## config.mk

```make
export PLATFORM = sky130hd
export DESIGN_NAME = string_reader
export DESIGN_NICKNAME = d
export VERILOG_FILES = /design/src/rtl/string_reader.sv
export SDC_FILE = /design/constraint.sdc
export NUM_CORES = 1
export LEC_CHECK = 0
export ABC_AREA = 1
export CORE_ASPECT_RATIO = 0.6
export CORE_MARGIN = 3
export CORE_UTILIZATION = 44
export CTS_BUF_LIST = sky130_fd_sc_hd__clkbuf_8 sky130_fd_sc_hd__clkbuf_16
export DETAILED_ROUTE_END_ITERATION = 6
export GPL_ROUTABILITY_DRIVEN = 0
export MAX_ROUTING_LAYER = met4
export PLACE_DENSITY = 0.83
export SYNTH_ARGS = -nofsm -noshare
export SYNTH_HDL_FRONTEND = slang
export SYNTH_SLANG_ARGS = --single-unit
```

## constraint.sdc

```tcl
create_clock -name clk_i -period 1.6 [get_ports clk_i]
set_clock_uncertainty 0.05 [all_clocks]
set_input_delay 0.32 -clock clk_i [delete_from_list [all_inputs] [get_ports clk_i]]
set_output_delay 0.32 -clock clk_i [all_outputs]
set_load 0.005 [all_outputs]
```

## src/rtl/string_reader.sv

```systemverilog
// rtl/string_reader.sv - streams null-terminated strings from a 1-cycle-latency ROM over valid/ready
// Optional feature macro: STRING_READER_WRAP_EN (wrap address at end of ROM, cap output at 2**ADDR_W bytes)
module string_reader #(
  parameter int ADDR_W = 4,
  parameter int DATA_W = 8
) (
  input  logic              clk_i,
  input  logic              rst_ni,
  input  logic              start_i,
  input  logic [ADDR_W-1:0] start_addr_i,
  output logic [ADDR_W-1:0] mem_addr_o,
  input  logic [DATA_W-1:0] mem_data_i,
  output logic [DATA_W-1:0] data_o,
  output logic              valid_o,
  input  logic              ready_i,
  output logic              busy_o,
  output logic              done_o,
  output logic              overrun_o
);

  typedef enum logic [2:0] {
    S_IDLE,
    S_ADDR,
    S_DATA,
    S_SEND,
    S_DONE
  } state_t;

  localparam logic [ADDR_W-1:0] ADDR_LAST = '1;

  state_t            state_q, state_d;
  logic [ADDR_W-1:0] addr_d;
  logic [DATA_W-1:0] data_d;
  logic              valid_d;
  logic              overrun_d;

`ifdef STRING_READER_WRAP_EN
  localparam logic [ADDR_W:0] CNT_MAX = {1'b1, {ADDR_W{1'b0}}};
  logic [ADDR_W:0] cnt_q, cnt_d, cnt_inc;
  assign cnt_inc = cnt_q + 1'b1;
`endif

  assign busy_o = (state_q != S_IDLE);
  assign done_o = (state_q == S_DONE);

  always_ff @(posedge clk_i or negedge rst_ni) begin
    if (!rst_ni) begin
      state_q    <= S_IDLE;
      mem_addr_o <= '0;
      data_o     <= '0;
      valid_o    <= 1'b0;
      overrun_o  <= 1'b0;
`ifdef STRING_READER_WRAP_EN
      cnt_q      <= '0;
`endif
    end else begin
      state_q    <= state_d;
      mem_addr_o <= addr_d;
      data_o     <= data_d;
      valid_o    <= valid_d;
      overrun_o  <= overrun_d;
`ifdef STRING_READER_WRAP_EN
      cnt_q      <= cnt_d;
`endif
    end
  end

  always_comb begin
    state_d   = state_q;
    addr_d    = mem_addr_o;
    data_d    = data_o;
    valid_d   = valid_o;
    overrun_d = overrun_o;
`ifdef STRING_READER_WRAP_EN
    cnt_d     = cnt_q;
`endif
    case (state_q)
      S_IDLE: begin
        if (start_i) begin
          addr_d  = start_addr_i;
          state_d = S_ADDR;
`ifdef STRING_READER_WRAP_EN
          cnt_d   = '0;
`endif
        end
      end
      S_ADDR: state_d = S_DATA;
      S_DATA: begin
        // The terminator byte is consumed here and never presented downstream.
        if (mem_data_i == '0) begin
          overrun_d = 1'b0;
          state_d   = S_DONE;
        end else begin
          data_d  = mem_data_i;
          valid_d = 1'b1;
          state_d = S_SEND;
        end
      end
      S_SEND: begin
        if (ready_i) begin
          valid_d = 1'b0;
`ifdef STRING_READER_WRAP_EN
          cnt_d = cnt_inc;
          if (cnt_inc == CNT_MAX) begin
            overrun_d = 1'b1;
            state_d   = S_DONE;
          end else begin
            addr_d  = mem_addr_o + 1'b1;
            state_d = S_ADDR;
          end
`else
          if (mem_addr_o == ADDR_LAST) begin
            overrun_d = 1'b1;
            state_d   = S_DONE;
          end else begin
            addr_d  = mem_addr_o + 1'b1;
            state_d = S_ADDR;
          end
`endif
        end
      end
      S_DONE:  state_d = S_IDLE;
      default: state_d = S_IDLE;
    endcase
  end

endmodule

```

==> reports/qor.txt, run 1 <==
Status: completed
Syn_nets: 133
Crit-path leading delay family: buffers and inverters
CP max stage cell: clkdlybuf4s50_1
CP Cell Sequence: clkdlybuf4s50_1
Synth Area in Compound Gates: 11.90%
Post-synthesis cell type count: 22
R2R Path Start: mem_addr_o[1]$_DFFE_PN0P_
Max capacitance violation total: 0
Routed Antenna Nets: 0
Worst Reg-to-Reg Cells: 9
Yosys warnings: 0
Worst setup SP type: register
Largest area contributor in the netlist: dfrtp_1
FF+latch area: 427.9 µm²
Gate Count Post-Synth: 116
Port bufs: 31
Most area-consuming cells after synthesis: dfrtp_1 (44%), nand2_1 (15%), o21ai_2 (7.2%)
Fin nets: 176
CTS tree: done
Slew Limit Headroom: 85.42%
Diodes inserted: 0
Placed wire-length estimate: 1.821 mm
Cell area after synthesis: 967.2 µm²
WP data arrival: 1.19 ns
Die area: 2815 µm²
Simple-gate share of the synthesized area: 34.54%
FMAX: 641.9 MHz
Syn-to-layout area delta: 45.80%
Initial antenna violation count: 0
CP Capture Type: output pin
Critical Path Max Stage Delay: 0.53 ns
Row cnt: 12
Starting Density: 49.17%
DRT iter0 DRCs: 81
Wire per inst: 11.99 µm
Die Wd: 66.53 µm
Max clock buf depth: 2
PwrDens: 1904 nW/µm²
Worst-path clk slew: 0.06 ns
CTS H-Tree Depth: 1
Number of global-route vias before repair: 782
Final Cycle Share: 97.37%
Synthesized flop and latch total: 17
Tot GR Track Use: 18.07%
Post-Synth XOR/XNOR Area: 0%
Largest net degree at the start of global routing: 18
Final hold vios: 0
Worst Setup Path Type: reg -> out
CTS Sinks: 17
Core area: 1967 µm²
Crit Path Max Fanout: 5
Clk Tree Root Cell: clkbuf_8
RSZ-0062 raised after global routing: no
Num CTS Buffers: 3
Crit path buf inv count: 1
Share of cells above drive strength 1: 25.32%
Worst-Margin Slew: 0.2153 ns
Period minus WS final: 1.558 ns
I/O pin cnt: 32
Post-Layout Cell Count: 186
R2r setup slk: 0.20 ns
Hold Crit Class: in -> async
Clk_lat worst skew: 0.25 ns
Grt ovf: 0
WP depth: 1
Setup-failing EPs final: 0
Post-synth top area share: 43.98%
Multi-input logic area: 461.7 µm²
Dpl cells: 181
WHS: 0.3430 ns
Via density: 4.591
Multiplexer share of the synthesized area: 0%
Setup_tns: 0 ns
Post-route DRC: 0
Die height: 42.32 µm
Fill cells: 153
Worst path required time: 1.23 ns
Pre-antenna DRT Iters: 6
Worst R2R End: mem_addr_o[1]$_DFFE_PN0P_
Main combinational cell family by area after synthesis: simple AND/OR/NAND/NOR gates
Avg Cell Area, Syn: 8.338 µm²
P_leak: 0.7070 nW
Seq/Total Area, Yosys: 43.98%
Vias post-DR: 854
Max rail drop VDD: 0.0008373 V
Max Slew Vio Count: 0
Detailed Route WL: 2.230 mm
First-pass GRT wire length: 3.691 mm
Post-synthesis adder-cell area fraction: 1.294%
[through the flow]
stage                     worst slack (ns)  instance area [µm²]  utilization (%)  power, mW
after CTS                          0.01385                 1408            71.56      2.695
after floorplan                     0.3148                967.2                -      1.695
final                              0.04202                 1410            71.69      2.685
after global placement            0.009729                 1358            69.02      2.327
after global routing              0.003769                 1410            71.69      2.890
after detailed placement          -0.02985                 1358            69.02      2.368
[layout make-up]
cell class / count / share of cell area, %
inverters: 16 / 4.259
clock inverters: 1 / 0.2662
multi-input cells: 82 / 32.74
well taps: 28 / 2.484
repair buffers: 39 / 26.97
clock buffers: 3 / 2.928
flip-flops and latches: 17 / 30.35
[routing by layer]
layer,global-route usage [%],share of wire (%)
met1,27.00,50
met4,3.644,0.85
met5,-,0
met3,4.021,4.7
met2,24.85,45
[worst max path at each step]
stage,startpoint,endpoint
2_1_floorplan,mem_addr_o[0]$_DFFE_PN0P_,mem_addr_o[2]$_DFFE_PN0P_
3_3_place_gp,mem_data_i[3],data_o[5]$_DFFE_PN0P_
3_5_place_dp,mem_data_i[3],data_o[4]$_DFFE_PN0P_
4_1_cts,mem_addr_o[2]$_DFFE_PN0P_,mem_addr_o[2]
5_1_grt,mem_addr_o[1]$_DFFE_PN0P_,mem_addr_o[1]
6_report,mem_addr_o[1]$_DFFE_PN0P_,mem_addr_o[1]
[sequential cells by signal, summed over array words and instances (netlist names)]
signal / flops
overrun_o: 1
data_o: 8
state_q: 3
valid_o: 1
mem_addr_o: 4
[cells in the mapped netlist, drive strengths merged]
library cell and n:
nand2 46, dfrtp 17, inv 16, o21ai 12, nor2 10, nand3 6
nand4 3, a21oi 1, buf 1, ha 1, nor3 1, o311ai 1
or2 1
[placed cells by master, fill, tap and decap left out, drive strengths merged, types with 3 or more instances in the layout]
cell	synthesis	final
o21ai	12	12
buf	1	8
nand2	46	46
dfrtp	17	17
clkdlybuf4s50	0	29
nand4	3	3
nor2	10	10
nand3	6	6
clkbuf	0	3
inv	16	17
[kinds of logic (layout without fill, tap and decap cells)]
family          Yosys count  count (layout)
simple gates             67              67
buf+inv                  17              59
compound gates           14              14
flops                    17              17
fa+ha+maj                 1               1
[repair_timing]
item / CTS / global route
gates resized for setup: 2 / 2
hold buffers: 0 / 0
pin swaps: 0 / 0
setup endpoints to repair: 2 / 2
endpoints found under the hold margin: 0 / 0
setup buffers: 1 / 0
cloned: 0 / 0
[where the power goes]
group	internal (mW)	switching [mW]	leakage (nW)	total, mW
clock network	0.170	0.136	0.0269	0.306
logic	0.793	0.790	0.473	1.58
registers	0.641	0.155	0.207	0.796
total	1.60	1.08	0.707	2.68
No activity file was read; power rests on OpenSTA's default activity.
==> inputs of run 2 (changes only) <==
Settings changed: CORE_UTILIZATION 44 to 30, PLACE_DENSITY 0.83 to 0.62.
==> reports/qor.txt, run 2 (same netlist as run 1, synthesis figures left out) <==
Max clock buf depth: 2 (unchanged)
Via density: 4.270 (was 4.591)
CP max stage cell: clkdlybuf4s50_1 (unchanged)
Num CTS Buffers: 3 (unchanged)
RSZ-0062 raised after global routing: no (unchanged)
Core area: 2965 µm² (was 1967 µm²)
Worst path required time: 1.23 ns (about the same)
CTS Sinks: 17 (unchanged)
Most frequent cells in the layout: nand2_1 (38), clkdlybuf4s50_1 (29), dfrtp_1 (16) (was nand2_1 (38), clkdlybuf4s50_1 (29), dfrtp_1 (15))
Worst Setup Path Type: reg -> out (unchanged)
First-pass GRT wire length: 3.974 mm (was 3.691 mm)
Initial antenna violation count: 0 (unchanged)
Worst-Margin Slew: 0.2152 ns (was 0.2153 ns)
Die Wd: 79.30 µm (was 66.53 µm)
Largest net degree at the start of global routing: 18 (unchanged)
Share of cells above drive strength 1: 27.16% (was 25.32%)
Routed Antenna Nets: 0 (unchanged)
CTS H-Tree Depth: 1 (unchanged)
I/O pin cnt: 32 (unchanged)
Syn-to-layout area delta: 50.19% (was 45.80%)
Row cnt: 15 (was 12)
Clk_lat worst skew: 0.25 ns (about the same)
P_leak: 0.7242 nW (was 0.7070 nW)
Max Slew Vio Count: 0 (unchanged)
DRT iter0 DRCs: 56 (was 81)
Worst Reg-to-Reg Cells: 8 (was 9)
PwrDens: 1894 nW/µm² (was 1904 nW/µm²)
Placed wire-length estimate: 1.855 mm (was 1.821 mm)
Sequential Power Share: 28.1% (was 29.6%)
Pre-antenna DRT Iters: 4 (was 6)
Period minus WS final: 1.546 ns (was 1.558 ns)
Clock network power share: 11.4% (about the same)
Die height: 49.98 µm (was 42.32 µm)
Die area: 3963 µm² (was 2815 µm²)
Worst setup SP type: register (unchanged)
Hold buffers post-CTS: 0 (unchanged)
Starting Density: 32.62% (was 49.17%)
R2R Path Start: mem_addr_o[0]$_DFFE_PN0P_ (was mem_addr_o[1]$_DFFE_PN0P_)
CTS tree: done (unchanged)
Post-route DRC: 0 (unchanged)
Largest Register: data_o (unchanged)
Final Cycle Share: 96.63% (was 97.37%)
Final hold vios: 0 (unchanged)
Clk Tree Root Cell: clkbuf_8 (unchanged)
Commonest non-fill, non-tap cell in the layout: nand2_1 (unchanged)
Max reg flops: 8 (unchanged)
Vias post-DR: 871 (was 854)
Grt ovf: 0 (unchanged)
Switching pwr: 1.103 mW (was 1.081 mW)
Max rail drop VDD: 0.0006854 V (was 0.0008373 V)
Crit path buf inv count: 1 (unchanged)
Critical Path Max Stage Delay: 0.53 ns (about the same)
Logic pwr share: 60.6% (was 59.0%)
Hold Crit Class: in -> async (unchanged)
Crit Path Max Fanout: 4 (was 5)
Largest registers: data_o x8, mem_addr_o x4, state_q x3 (unchanged)
Diodes inserted: 0 (unchanged)
Number of global-route vias before repair: 803 (was 782)
Detailed Route WL: 2.367 mm (was 2.230 mm)
Sw Ratio: 40.10% (was 40.25%)
Worst-path clk slew: 0.07 ns (was 0.06 ns)
Max capacitance violation total: 0 (unchanged)
Wire per inst: 11.60 µm (was 11.99 µm)
Final Cell Area: 1453 µm² (was 1410 µm²)
Worst R2R End: mem_addr_o[3]$_DFFE_PN0P_ (was mem_addr_o[1]$_DFFE_PN0P_)
CP Cell Sequence: clkdlybuf4s50_1 (unchanged)
Int Pwr: 1.648 mW (was 1.604 mW)
Setup-failing EPs final: 0 (unchanged)
Port bufs: 31 (unchanged)
Crit-path leading delay family: buffers and inverters (unchanged)
Status: completed (unchanged)
FMAX: 646.8 MHz (was 641.9 MHz)
Tot GR Track Use: 13.46% (was 18.07%)
WP data arrival: 1.18 ns (was 1.19 ns)
R2r setup slk: 0.20 ns (about the same)
CP Capture Type: output pin (unchanged)
Fin nets: 180 (was 176)
WHS: 0.3301 ns (was 0.3430 ns)
Post-DP Area: 1383 µm² (was 1358 µm²)
Slew Limit Headroom: 85.42% (about the same)
run 2: cell count changes in the layout (fill, tap and decap cells not counted), sizes merged:
cell and delta:
buf +4, clkbuf +1, dlygate4sd2 -1
run 2: metal layers:
metal | up-vias | part of all wire, % | global-route usage, %
met5 | - | 0 | -
met4 | 0 | 1.4 | 4.286
met3 | 5 | 2.7 | 3.650
met2 | 13 | 45 | 19.13
met1 | 398 | 51 | 18.56
li1 | 455 | - | -
run 2: timing repair:
action / 4_1_cts / 5_1_grt
endpoints found under the setup margin: 3 / 3
resized for setup: 2 / 3
buffers inserted: 3 / 1
run 2: per-stage QoR:
| step | TNS [ns] | power [mW] | setup WS, ns | utilization, % | std cells |
|---|---|---|---|---|---|
| floorplan | 0 | 1.695 | 0.3148 | - | 116 |
| global placement | -0.1024 | 2.353 | -0.01342 | 46.62 | 196 |
| detailed placement | -0.1379 | 2.377 | -0.03302 | 46.62 | 196 |
| CTS | 0 | 2.758 | 0.005925 | 48.82 | 203 |
| global route | 0 | 2.947 | 0.02057 | 48.99 | 204 |
| finish | 0 | 2.751 | 0.05398 | 48.99 | 204 |
run 2: power groups by stage:
stage	Sequential (mW)	Clock (mW)	Combinational, mW
after floorplan	0.802	0	0.893
after global placement	0.799	0	1.55
after detailed placement	0.802	0	1.58
after CTS	0.772	0.332	1.65
after global routing	0.798	0.344	1.81
final	0.772	0.313	1.67
run 2: worst max-delay path by stage:
stage | from | endpoint | slack, ns | cells past startpoint
3_5_place_dp | mem_data_i[5] | data_o[7]$_DFFE_PN0P_ | -0.03 | 7
2_1_floorplan | mem_addr_o[0]$_DFFE_PN0P_ | mem_addr_o[2]$_DFFE_PN0P_ | 0.31 | 6
4_1_cts | mem_addr_o[0]$_DFFE_PN0P_ | mem_addr_o[0] | 0.006 | 1
5_1_grt | mem_addr_o[1]$_DFFE_PN0P_ | mem_addr_o[1] | 0.02 | 1
3_3_place_gp | mem_data_i[5] | data_o[1]$_DFFE_PN0P_ | -0.01 | 7
6_report | mem_addr_o[1]$_DFFE_PN0P_ | mem_addr_o[1] | 0.05 | 1
run 2: cell type report:
class / count / area, µm²
Inverter: 16 / 60.06
Clock inverter: 1 / 3.754
Clock buffer: 3 / 41.29
Timing Repair Buffer: 43 / 406.6
Sequential cell: 17 / 426.7
Multi-Input combinational cell: 82 / 461.7
Fill cell: 290 / 1513
Tap cell: 42 / 52.55
